<file path="config.mk">
export PLATFORM = sky130hd
export DESIGN_NAME = tap_controller_flat
export DESIGN_NICKNAME = d
export VERILOG_FILES = /design/src/rtl/tap_controller_if.sv /design/src/rtl/tap_controller.sv /design/src/flat_wrapper.sv
export SDC_FILE = /design/constraint.sdc
export NUM_CORES = 1
export LEC_CHECK = 0
export ABC_AREA = 1
export CAP_MARGIN = 5
export CORE_MARGIN = 3
export CORE_UTILIZATION = 35
export CTS_BUF_LIST = sky130_fd_sc_hd__clkbuf_8 sky130_fd_sc_hd__clkbuf_16
export DETAILED_ROUTE_END_ITERATION = 12
export GPL_TIMING_DRIVEN = 0
export SYNTH_ARGS = -nofsm -noshare
export SYNTH_HDL_FRONTEND = slang
export SYNTH_SLANG_ARGS = --single-unit
export TNS_END_PERCENT = 100
</file>
<file path="constraint.sdc">
create_clock -name TCK -period 1.7 [get_ports TCK]
set_input_delay 0.17 -clock TCK [delete_from_list [all_inputs] [get_ports TCK]]
set_output_delay 0.17 -clock TCK [all_outputs]
set_load 0.1 [all_outputs]
</file>
<file path="src/rtl/tap_controller_if.sv">
// JTAG TAP pin bundle: serial data/mode pins toward the TAP and
// the boundary-scan control strobes it produces.
interface tap_controller_if;
    logic       TMS;
    logic       TDI;
    logic       bsr_tdo;
    logic       TDO;
    logic       TDO_en;
    logic       ShiftDR;
    logic       ClockDR;
    logic       UpdateDR;
    logic       Mode;
    logic [3:0] tap_state;

    modport master (
        output TMS, TDI, bsr_tdo,
        input  TDO, TDO_en, ShiftDR, ClockDR, UpdateDR, Mode, tap_state
    );

    modport slave (
        input  TMS, TDI, bsr_tdo,
        output TDO, TDO_en, ShiftDR, ClockDR, UpdateDR, Mode, tap_state
    );
endinterface

</file>
<file path="src/rtl/tap_controller.sv">
// IEEE 1149.1 TAP controller with a 2-bit IR (EXTEST, SAMPLE/PRELOAD, BYPASS),
// bypass register and boundary-scan cell control strobes.
module tap_controller (
    input  logic            TCK,
    input  logic            Reset,
    tap_controller_if.slave bus
);

    typedef enum logic [3:0] {
        TLR    = 4'hF,
        RTI    = 4'hC,
        SEL_DR = 4'h7,
        CAP_DR = 4'h6,
        SH_DR  = 4'h2,
        EX1_DR = 4'h1,
        PAU_DR = 4'h3,
        EX2_DR = 4'h0,
        UPD_DR = 4'h5,
        SEL_IR = 4'h4,
        CAP_IR = 4'hE,
        SH_IR  = 4'hA,
        EX1_IR = 4'h9,
        PAU_IR = 4'hB,
        EX2_IR = 4'h8,
        UPD_IR = 4'hD
    } tap_state_e;

    tap_state_e state_q, state_d;
    logic [1:0] ir_sr_q, ir_sr_d;
    logic [1:0] ir_q, ir_d;
    logic       bypass_q, bypass_d;
    logic       shift_dr_q, shift_dr_d;
    logic       ck_en_q, ck_en_d;
    logic       upd_q, upd_d;
    logic       tdo_q, tdo_d;
    logic       tdo_en_q, tdo_en_d;
    logic       ir_is_bypass;

    // Codes 10 and 11 both select BYPASS, so the MSB alone decides it.
    assign ir_is_bypass = ir_q[1];

    always_comb begin
        state_d = state_q;
        unique case (state_q)
            TLR:    state_d = bus.TMS ? TLR    : RTI;
            RTI:    state_d = bus.TMS ? SEL_DR : RTI;
            SEL_DR: state_d = bus.TMS ? SEL_IR : CAP_DR;
            CAP_DR: state_d = bus.TMS ? EX1_DR : SH_DR;
            SH_DR:  state_d = bus.TMS ? EX1_DR : SH_DR;
            EX1_DR: state_d = bus.TMS ? UPD_DR : PAU_DR;
            PAU_DR: state_d = bus.TMS ? EX2_DR : PAU_DR;
            EX2_DR: state_d = bus.TMS ? UPD_DR : SH_DR;
            UPD_DR: state_d = bus.TMS ? SEL_DR : RTI;
            SEL_IR: state_d = bus.TMS ? TLR    : CAP_IR;
            CAP_IR: state_d = bus.TMS ? EX1_IR : SH_IR;
            SH_IR:  state_d = bus.TMS ? EX1_IR : SH_IR;
            EX1_IR: state_d = bus.TMS ? UPD_IR : PAU_IR;
            PAU_IR: state_d = bus.TMS ? EX2_IR : PAU_IR;
            EX2_IR: state_d = bus.TMS ? UPD_IR : SH_IR;
            UPD_IR: state_d = bus.TMS ? SEL_DR : RTI;
            default: state_d = TLR;
        endcase
    end

    always_comb begin
        ir_sr_d = ir_sr_q;
        if (state_q == CAP_IR)
            ir_sr_d = 2'b01;
        else if (state_q == SH_IR)
            ir_sr_d = {bus.TDI, ir_sr_q[1]};

        bypass_d = bypass_q;
        if (state_q == CAP_DR)
            bypass_d = 1'b0;
        else if (state_q == SH_DR)
            bypass_d = bus.TDI;

        // Decoding the next state keeps ShiftDR a flop that tracks tap_state exactly.
        shift_dr_d = (state_d == SH_DR);
    end

    always_ff @(posedge TCK or posedge Reset) begin
        if (Reset) begin
            state_q    <= TLR;
            ir_sr_q    <= 2'b01;
            bypass_q   <= 1'b0;
            shift_dr_q <= 1'b0;
        end else begin
            state_q    <= state_d;
            ir_sr_q    <= ir_sr_d;
            bypass_q   <= bypass_d;
            shift_dr_q <= shift_dr_d;
        end
    end

    always_comb begin
        ir_d = ir_q;
        if (state_q == UPD_IR)
            ir_d = ir_sr_q;
        else if (state_q == TLR)
            ir_d = 2'b11;

        ck_en_d  = ((state_q == CAP_DR) || (state_q == SH_DR)) && !ir_is_bypass;
        upd_d    = (state_q == UPD_DR) && !ir_is_bypass;
        tdo_en_d = (state_q == SH_IR) || (state_q == SH_DR);

        tdo_d = 1'b0;
        if (state_q == SH_IR)
            tdo_d = ir_sr_q[0];
        else if (state_q == SH_DR)
            tdo_d = ir_is_bypass ? bypass_q : bus.bsr_tdo;
    end

    // Falling-edge stage: the enable only changes while TCK is low,
    // so TCK & ck_en_q cannot glitch.
    always_ff @(negedge TCK or posedge Reset) begin
        if (Reset) begin
            ir_q     <= 2'b11;
            ck_en_q  <= 1'b0;
            upd_q    <= 1'b0;
            tdo_q    <= 1'b0;
            tdo_en_q <= 1'b0;
        end else begin
            ir_q     <= ir_d;
            ck_en_q  <= ck_en_d;
            upd_q    <= upd_d;
            tdo_q    <= tdo_d;
            tdo_en_q <= tdo_en_d;
        end
    end

    assign bus.tap_state = state_q;
    assign bus.ShiftDR   = shift_dr_q;
    assign bus.ClockDR   = TCK & ck_en_q;
    assign bus.UpdateDR  = upd_q;
    assign bus.Mode      = (ir_q == 2'b00);
    assign bus.TDO       = tdo_q;
    assign bus.TDO_en    = tdo_en_q;

endmodule

</file>
<file path="src/flat_wrapper.sv">
// flat-port wrapper written by rule: the top's interface ports become plain ports
module tap_controller_flat 
  (TCK, Reset, bus_TMS, bus_TDI, bus_bsr_tdo, bus_TDO, bus_TDO_en, bus_ShiftDR, bus_ClockDR, bus_UpdateDR, bus_Mode, bus_tap_state);
  tap_controller_if bus_i ();
  input  logic TCK;
  input  logic Reset;
  input wire logic [$bits(bus_i.TMS)-1:0] bus_TMS;
  input wire logic [$bits(bus_i.TDI)-1:0] bus_TDI;
  input wire logic [$bits(bus_i.bsr_tdo)-1:0] bus_bsr_tdo;
  output wire logic [$bits(bus_i.TDO)-1:0] bus_TDO;
  output wire logic [$bits(bus_i.TDO_en)-1:0] bus_TDO_en;
  output wire logic [$bits(bus_i.ShiftDR)-1:0] bus_ShiftDR;
  output wire logic [$bits(bus_i.ClockDR)-1:0] bus_ClockDR;
  output wire logic [$bits(bus_i.UpdateDR)-1:0] bus_UpdateDR;
  output wire logic [$bits(bus_i.Mode)-1:0] bus_Mode;
  output wire logic [$bits(bus_i.tap_state)-1:0] bus_tap_state;
  assign bus_i.TMS = bus_TMS;
  assign bus_i.TDI = bus_TDI;
  assign bus_i.bsr_tdo = bus_bsr_tdo;
  assign bus_TDO = bus_i.TDO;
  assign bus_TDO_en = bus_i.TDO_en;
  assign bus_ShiftDR = bus_i.ShiftDR;
  assign bus_ClockDR = bus_i.ClockDR;
  assign bus_UpdateDR = bus_i.UpdateDR;
  assign bus_Mode = bus_i.Mode;
  assign bus_tap_state = bus_i.tap_state;
  tap_controller u_core (.TCK(TCK), .Reset(Reset), .bus(bus_i));
endmodule
</file>
* After elaboration in Yosys (flattened, before gate mapping)
Index checks and enable logic that the tools add are counted.
Widths: inputs -> output; s select.
** Word-level totals
- Input port bits :: 5
- Output and inout bits :: 10
- Register bits after elaboration :: 14
** Operators by class
- Bitwise logic cells :: 1
- Equality and inequality tests :: 16
- Reductions and logical operators :: 13
- Muxes and demuxes :: 22
** Operators with widths (number)
- $pmux 4 s12 :: 1
- $eq 4x4->1 const B :: 8
- $mux 2 :: 10
- $eq 4x3->1 const B :: 4
- $eq 4x2->1 const B :: 3
- $mux 3 :: 4
- $mux 1 :: 6
- $reduce_bool 2->1 :: 3
- $eq 4x1->1 const B :: 1
- $logic_not 4->1 :: 1
- $mux 4 :: 1
- $reduce_or 2->1 :: 2
- $reduce_or 3->1 :: 1
- $logic_and 1x1->1 :: 2
- $logic_not 2->1 :: 1
- $logic_or 1x1->1 :: 2
- $and 1x1->1 :: 1
- $logic_not 1->1 :: 1

* Logic depth before layout (Yosys ltp)
- Depth in word-level cells :: 4
- Gate-level depth with buffers :: 7
- Gate-level depth less buffers :: 6

==> results by group <==
Run status
  • Status: finished, violations left
  • Failing checks: setup timing

Worst setup path
  • Critical path arrival: 2040 ps
  • Worst R2R Start: u_core.bus.tap_state[0]$_DFF_PP1_
  • Largest delay share family, worst path: flip-flops
  • Flop2flop setup slack: -210 ps
  • CP cell instances: nor2_4 > buf_12
  • Slowest cell on the critical path: dfstp_2
  • Crit. End Element: output pin
  • Worst EP required: 1530 ps
  • Setup crit start kind: flop
  • Capturing point of the worst reg2reg path: u_core.bus.TDO$_DFF_NP0_
  • Crit-path max FO: 2
  • Worst r2r path cells: 5
  • Critical path class: reg2out
  • Max incr delay on CP: roughly 550 ps
  • CP Buf/Inv Count: 1

Timing
  • RSZ-0062 raised after global routing: yes
  • Hold Fails Final Rpt: 0
  • Final Max Slew Viols: 0
  • Final worst setup slack: -510 ps
  • Final Skew: between 80 and 90 ps
  • Final setup fails: 12
  • Worst hold margin: 164 ps
  • Worst Tran Pin Value: 949 ps
  • Worst rel slew slack: 37.0%
  • Setup TNS: -2830 ps

CTS
  • Worst-Skew Late Latency: 440 ps
  • Clock Pin Slew Worst Setup and Hold Paths: 60 ps
  • CTS tree: done

GRT
  • Initial antenna violation count: 0
  • Total track usage: approximately a fifth
  • Global-route wire length before repair: 3450 µm
  • Vias in the first global route: 764
  • GRT overflow: 0
  • Largest net degree at the start of global routing: 15

Routing
  • Routed wire per std cell: 14.1 µm
  • Max Used Layer: met4
  • Post-route ant nets: 0
  • DRT iter0 DRCs: 12
  • DRT Pass-1 Iters: 4
  • Routed WL: 2150 µm
  • Via Count: 744
  • Residual DRC count: 0
  • Met1 WL: roughly 1000 µm
  • Vias per std cell: around 4.9
  • WL met2: about 1100 µm
  • Routed wl met3: 62 µm

Place
  • DP Wirelength: 1100 µm
  • GPL Wtd Cong: 0.803
  • Port-buffer cells: 14
  • Post-placement setup slack: -928 ps

Floorplanning
  • Core area: approximately 1800 µm²
  • I/O pin cnt: 15
  • Die Wd: 50.6 µm
  • Die H: 50.6 µm
  • Core Rows: 15
  • Initial core utilization: between 30% and 40%
  • Die ar.: 2560 µm²

Cells and area
  • Share of layout cells above drive strength 1: 52.3%
  • Utilization after layout: 71.5%
  • Area delta synth->final: 84.9%
  • Ant. Diodes: 0
  • Post-layout nets: 134

Synth
  • Synth area leaders: dfstp_2 (26%), dfrtn_1 (14%), dfrtp_1 (11%)
  • Synth warn: 0
  • Mapped Area: 697 µm²
  • Register area share after synthesis: 51.5%
  • Synth unique cells: 19
  • #FFs+latches synth: 14
  • Syn nets: between 90 and 100
  • Synth top area share: 26.4%
  • Post-Synthesis Cells: 86
  • Mean area per synthesized cell: 8.10 µm²
  • Post-synth top area cell: dfstp_2

Worst hold path
  • Worst Hold Class: in2async

Run
  • Max-cap viol count: 0
-- how the worst max path moves through the flow --
stage	from	endpoint	cells past startpoint
2_1_floorplan	u_core.bus.tap_state[0]$_DFF_PP1_	u_core.bus.TDO$_DFF_NP0_	5
3_3_place_gp	u_core.ck_en_q$_DFF_NP0_	bus_ClockDR	3
3_5_place_dp	u_core.ck_en_q$_DFF_NP0_	bus_ClockDR	3
4_1_cts	u_core.ir_q[0]$_DFFE_NP1P_	bus_Mode	2
5_1_grt	u_core.ir_q[1]$_DFFE_NP1P_	bus_Mode	2
6_report	u_core.ir_q[0]$_DFFE_NP1P_	bus_Mode	2
-- cells by family (layout without fill, tap and decap cells) --
group | count (synthesis) | count (layout) | share of synthesized area, %
buf+inv | 13 | 55 | 7.54
flops | 14 | 14 | 51.5
simple gates | 46 | 46 | 30.5
compound gates | 13 | 13 | 10.4
-- stage by stage --
step                cells  area (µm²)
floorplan              86         749
global placement      125         921
detailed placement    125         921
CTS                   148        1210
global route          153        1290
finish                153        1290
-- synth_stat cells --
master,instances
dfstp_2,7
nand2_1,19
o2111ai_1,1
nand3_1,9
nor2_1,9
nor3_1,1
o21ai_1,1
o21ai_0,9
dfrtp_1,3
o211ai_1,1
nand2_2,2
nor2_2,3
inv_1,7
dfrtn_1,4
nand3_2,2
inv_2,5
o22ai_1,1
nand4_1,1
buf_4,1
-- worst reg2reg max path: cells and delay by family (launching register included) --
kind                   cells  cell delay [ps]
buffers and inverters      2              100
DFF                        1              660
and+or+nand+nor            3              200
-- per-layer routing --
metal | GRT usage [%] | vias up
met5 | 0 | -
met4 | 10.8 | 0
met3 | 8.01 | 2
met2 | 26.7 | 13
met1 | 23.2 | 359
li1 | - | 370
-- layout by cell type, fill, tap and decap left out, types with 2 or more instances in the layout --
master | Yosys | routed
dfrtn_1 | 4 | 4
inv_4 | 0 | 2
clkdlybuf4s50_1 | 0 | 4
dfstp_4 | 0 | 4
o21ai_2 | 0 | 2
nand2_1 | 19 | 17
inv_1 | 7 | 7
clkbuf_8 | 0 | 6
nand2_2 | 2 | 2
nor2_4 | 0 | 2
dfrtp_1 | 3 | 3
nand3_2 | 2 | 4
nor2_2 | 3 | 3
buf_6 | 0 | 3
buf_4 | 1 | 18
buf_12 | 0 | 6
dfstp_2 | 7 | 3
inv_6 | 0 | 2
nor2_1 | 9 | 7
o21ai_0 | 9 | 7
nand3_1 | 9 | 6
-- repair_timing --
| item | 4_1_cts | 5_1_grt |
|---|---|---|
| pin swaps | 4 | 6 |
| hold buffers | 0 | 0 |
| resized for setup | 79 | 14 |
| setup endpoints to repair | 17 | 16 |
| buffers inserted | 15 | 6 |
-- registers in the layout, summed over array words and instances, names as in the netlist --
signal,flops
u_core.bus.tap_state,4
u_core.ir_q,2
u_core.ir_sr_q,2
u_core.bus.ShiftDR,1
u_core.bus.TDO,1
u_core.bus.TDO_en,1
u_core.bus.UpdateDR,1
u_core.bypass_q,1
u_core.ck_en_q,1
-- layout make-up --
class	instances	area, µm²
Clock buffer	7	103
Buffer	1	11.3
Clock inverter	4	18.8
Inverter	10	60.1
Sequential cell	14	374
Timing Repair Buffer	33	325
Tap cell	25	31.3
Fill cell	133	513
Multi-Input combinational cell	59	365
Power is left out: the tool's default activity adds up to more than one toggle a clock period on the data nets, which glitch-free logic cannot reach.
==> RTL change: new RTL, same settings <==
Reset style: synchronous (`Reset`), changed in 2 clocked blocks.
--- a/src/rtl/tap_controller.sv
+++ b/src/rtl/tap_controller.sv
@@ -79,7 +79,7 @@
         shift_dr_d = (state_d == SH_DR);
     end
 
-    always_ff @(posedge TCK or posedge Reset) begin
+    always_ff @(posedge TCK) begin
         if (Reset) begin
             state_q    <= TLR;
             ir_sr_q    <= 2'b01;
@@ -113,7 +113,7 @@
 
     // Falling-edge stage: the enable only changes while TCK is low,
     // so TCK & ck_en_q cannot glitch.
-    always_ff @(negedge TCK or posedge Reset) begin
+    always_ff @(negedge TCK) begin
         if (Reset) begin
             ir_q     <= 2'b11;
             ck_en_q  <= 1'b0;
Check against the original RTL: not checked (the comparison handles one clock edge and no latches or derived clocks); the edit may change what the design does.
==> RTL change against the original RTL <==
The flow still finishes with violations (negative setup slack); cell area shrank 5.8%; setup slack gained 0.13 ns; sequential cell count is the same; routed wire length decreased by 12%; largest cell class is now multi-input gates; critical path depth up 1; first-iteration DRC count grew 120%; synthesized area grew 2.0%; non-clock buffer count shrank 9.
==> RTL change: results (changes against the original RTL) <==
metric	value	unit	change
DR vias	803		+7.9%
Yosys cell types	22		+3
met1 Use GR	17.5	%	-5.8 points
failing checks	negative setup slack		
wl on met1	841	um	-17%
clock skew	0.0794	ns	-0.00658 ns
FF-to-FF setup slack	-0.02	ns	+0.19 ns
fin worst setup slack	-0.379	ns	+0.131 ns
GRT met2 Usage	26.6	%	-0.13 points
Avg WL per Cell	11.7	um	-17%
CP max stage cell	dfxtp_1		
top cells by count, synth	nand2_1, dfxtp_1, nand3_1		
Critical path origin	u_core.ck_en_q$_SDFF_NP0_		
Synth Area per Inst	6.97	um^2	-14%
# nets final	144		+7.5%
Non-Filler Instances	163		+6.5%
setup_tns	-1.50	ns	+1.33 ns
share of cells above drive strength 1	44.9	%	-7.4 points
type of the most critical hold path	in -> reg		
dpl hpwl	1280	um	+16%
worst r2r dst	u_core.bus.TDO$_SDFF_NP0_		
first-pass GRT wire length	3130	um	-9.4%
ys async rst share	0	%	-100 points
final setup vio count	7		-5
CP endpoint	bus_ClockDR		
Main synth FF type	dfxtp_1		
Synthesized Nets	107		+18%
fillers	164		+23%
met3 Track Usage GR	6.12	%	-1.9 points
largest cells by area after synthesis	dfxtp_1, nand2_1, nand3_1, nor2_1, inv_1		
status	finished, violations left		
Worst EP arrival	1.91	ns	-0.13 ns
Crit Path Max Fanout	1		-1
GP Congestion	0.913		+14%
==> RTL change: final cells by class <==
type,count,area (um^2),share of cell area [%]
clock buffer,7,103,8.45
buffer,2,30.0,2.47
clock inverter,8,33.8,2.78
sequential,14,302,24.8
tap,25,31.3,2.58
timing repair buffer,23,240,19.8
multi-input combinational,71,415,34.2
inverter,13,58.8,4.85
==> RTL change: per-stage QoR <==
step | setup slack, ns | utilization [%] | instance area [um^2]
finish | -0.379 | 66.7 | 1210
global route | -0.418 | 66.7 | 1210
CTS | -0.382 | 64.8 | 1180
detailed placement | -0.870 | 51.3 | 933
global placement | -0.849 | 51.3 | 933
floorplan | -0.313 | - | 762
==> RTL change: cells by family (layout without fill, tap and decap cells) <==
kind of cell,count (synthesis),in the layout,synth area share (%)
and+or+nand+nor,57,57,37.5
buffers and inverters,17,53,10.0
AOI/OAI and AO/OA,14,14,13.0
DFF,14,14,39.4
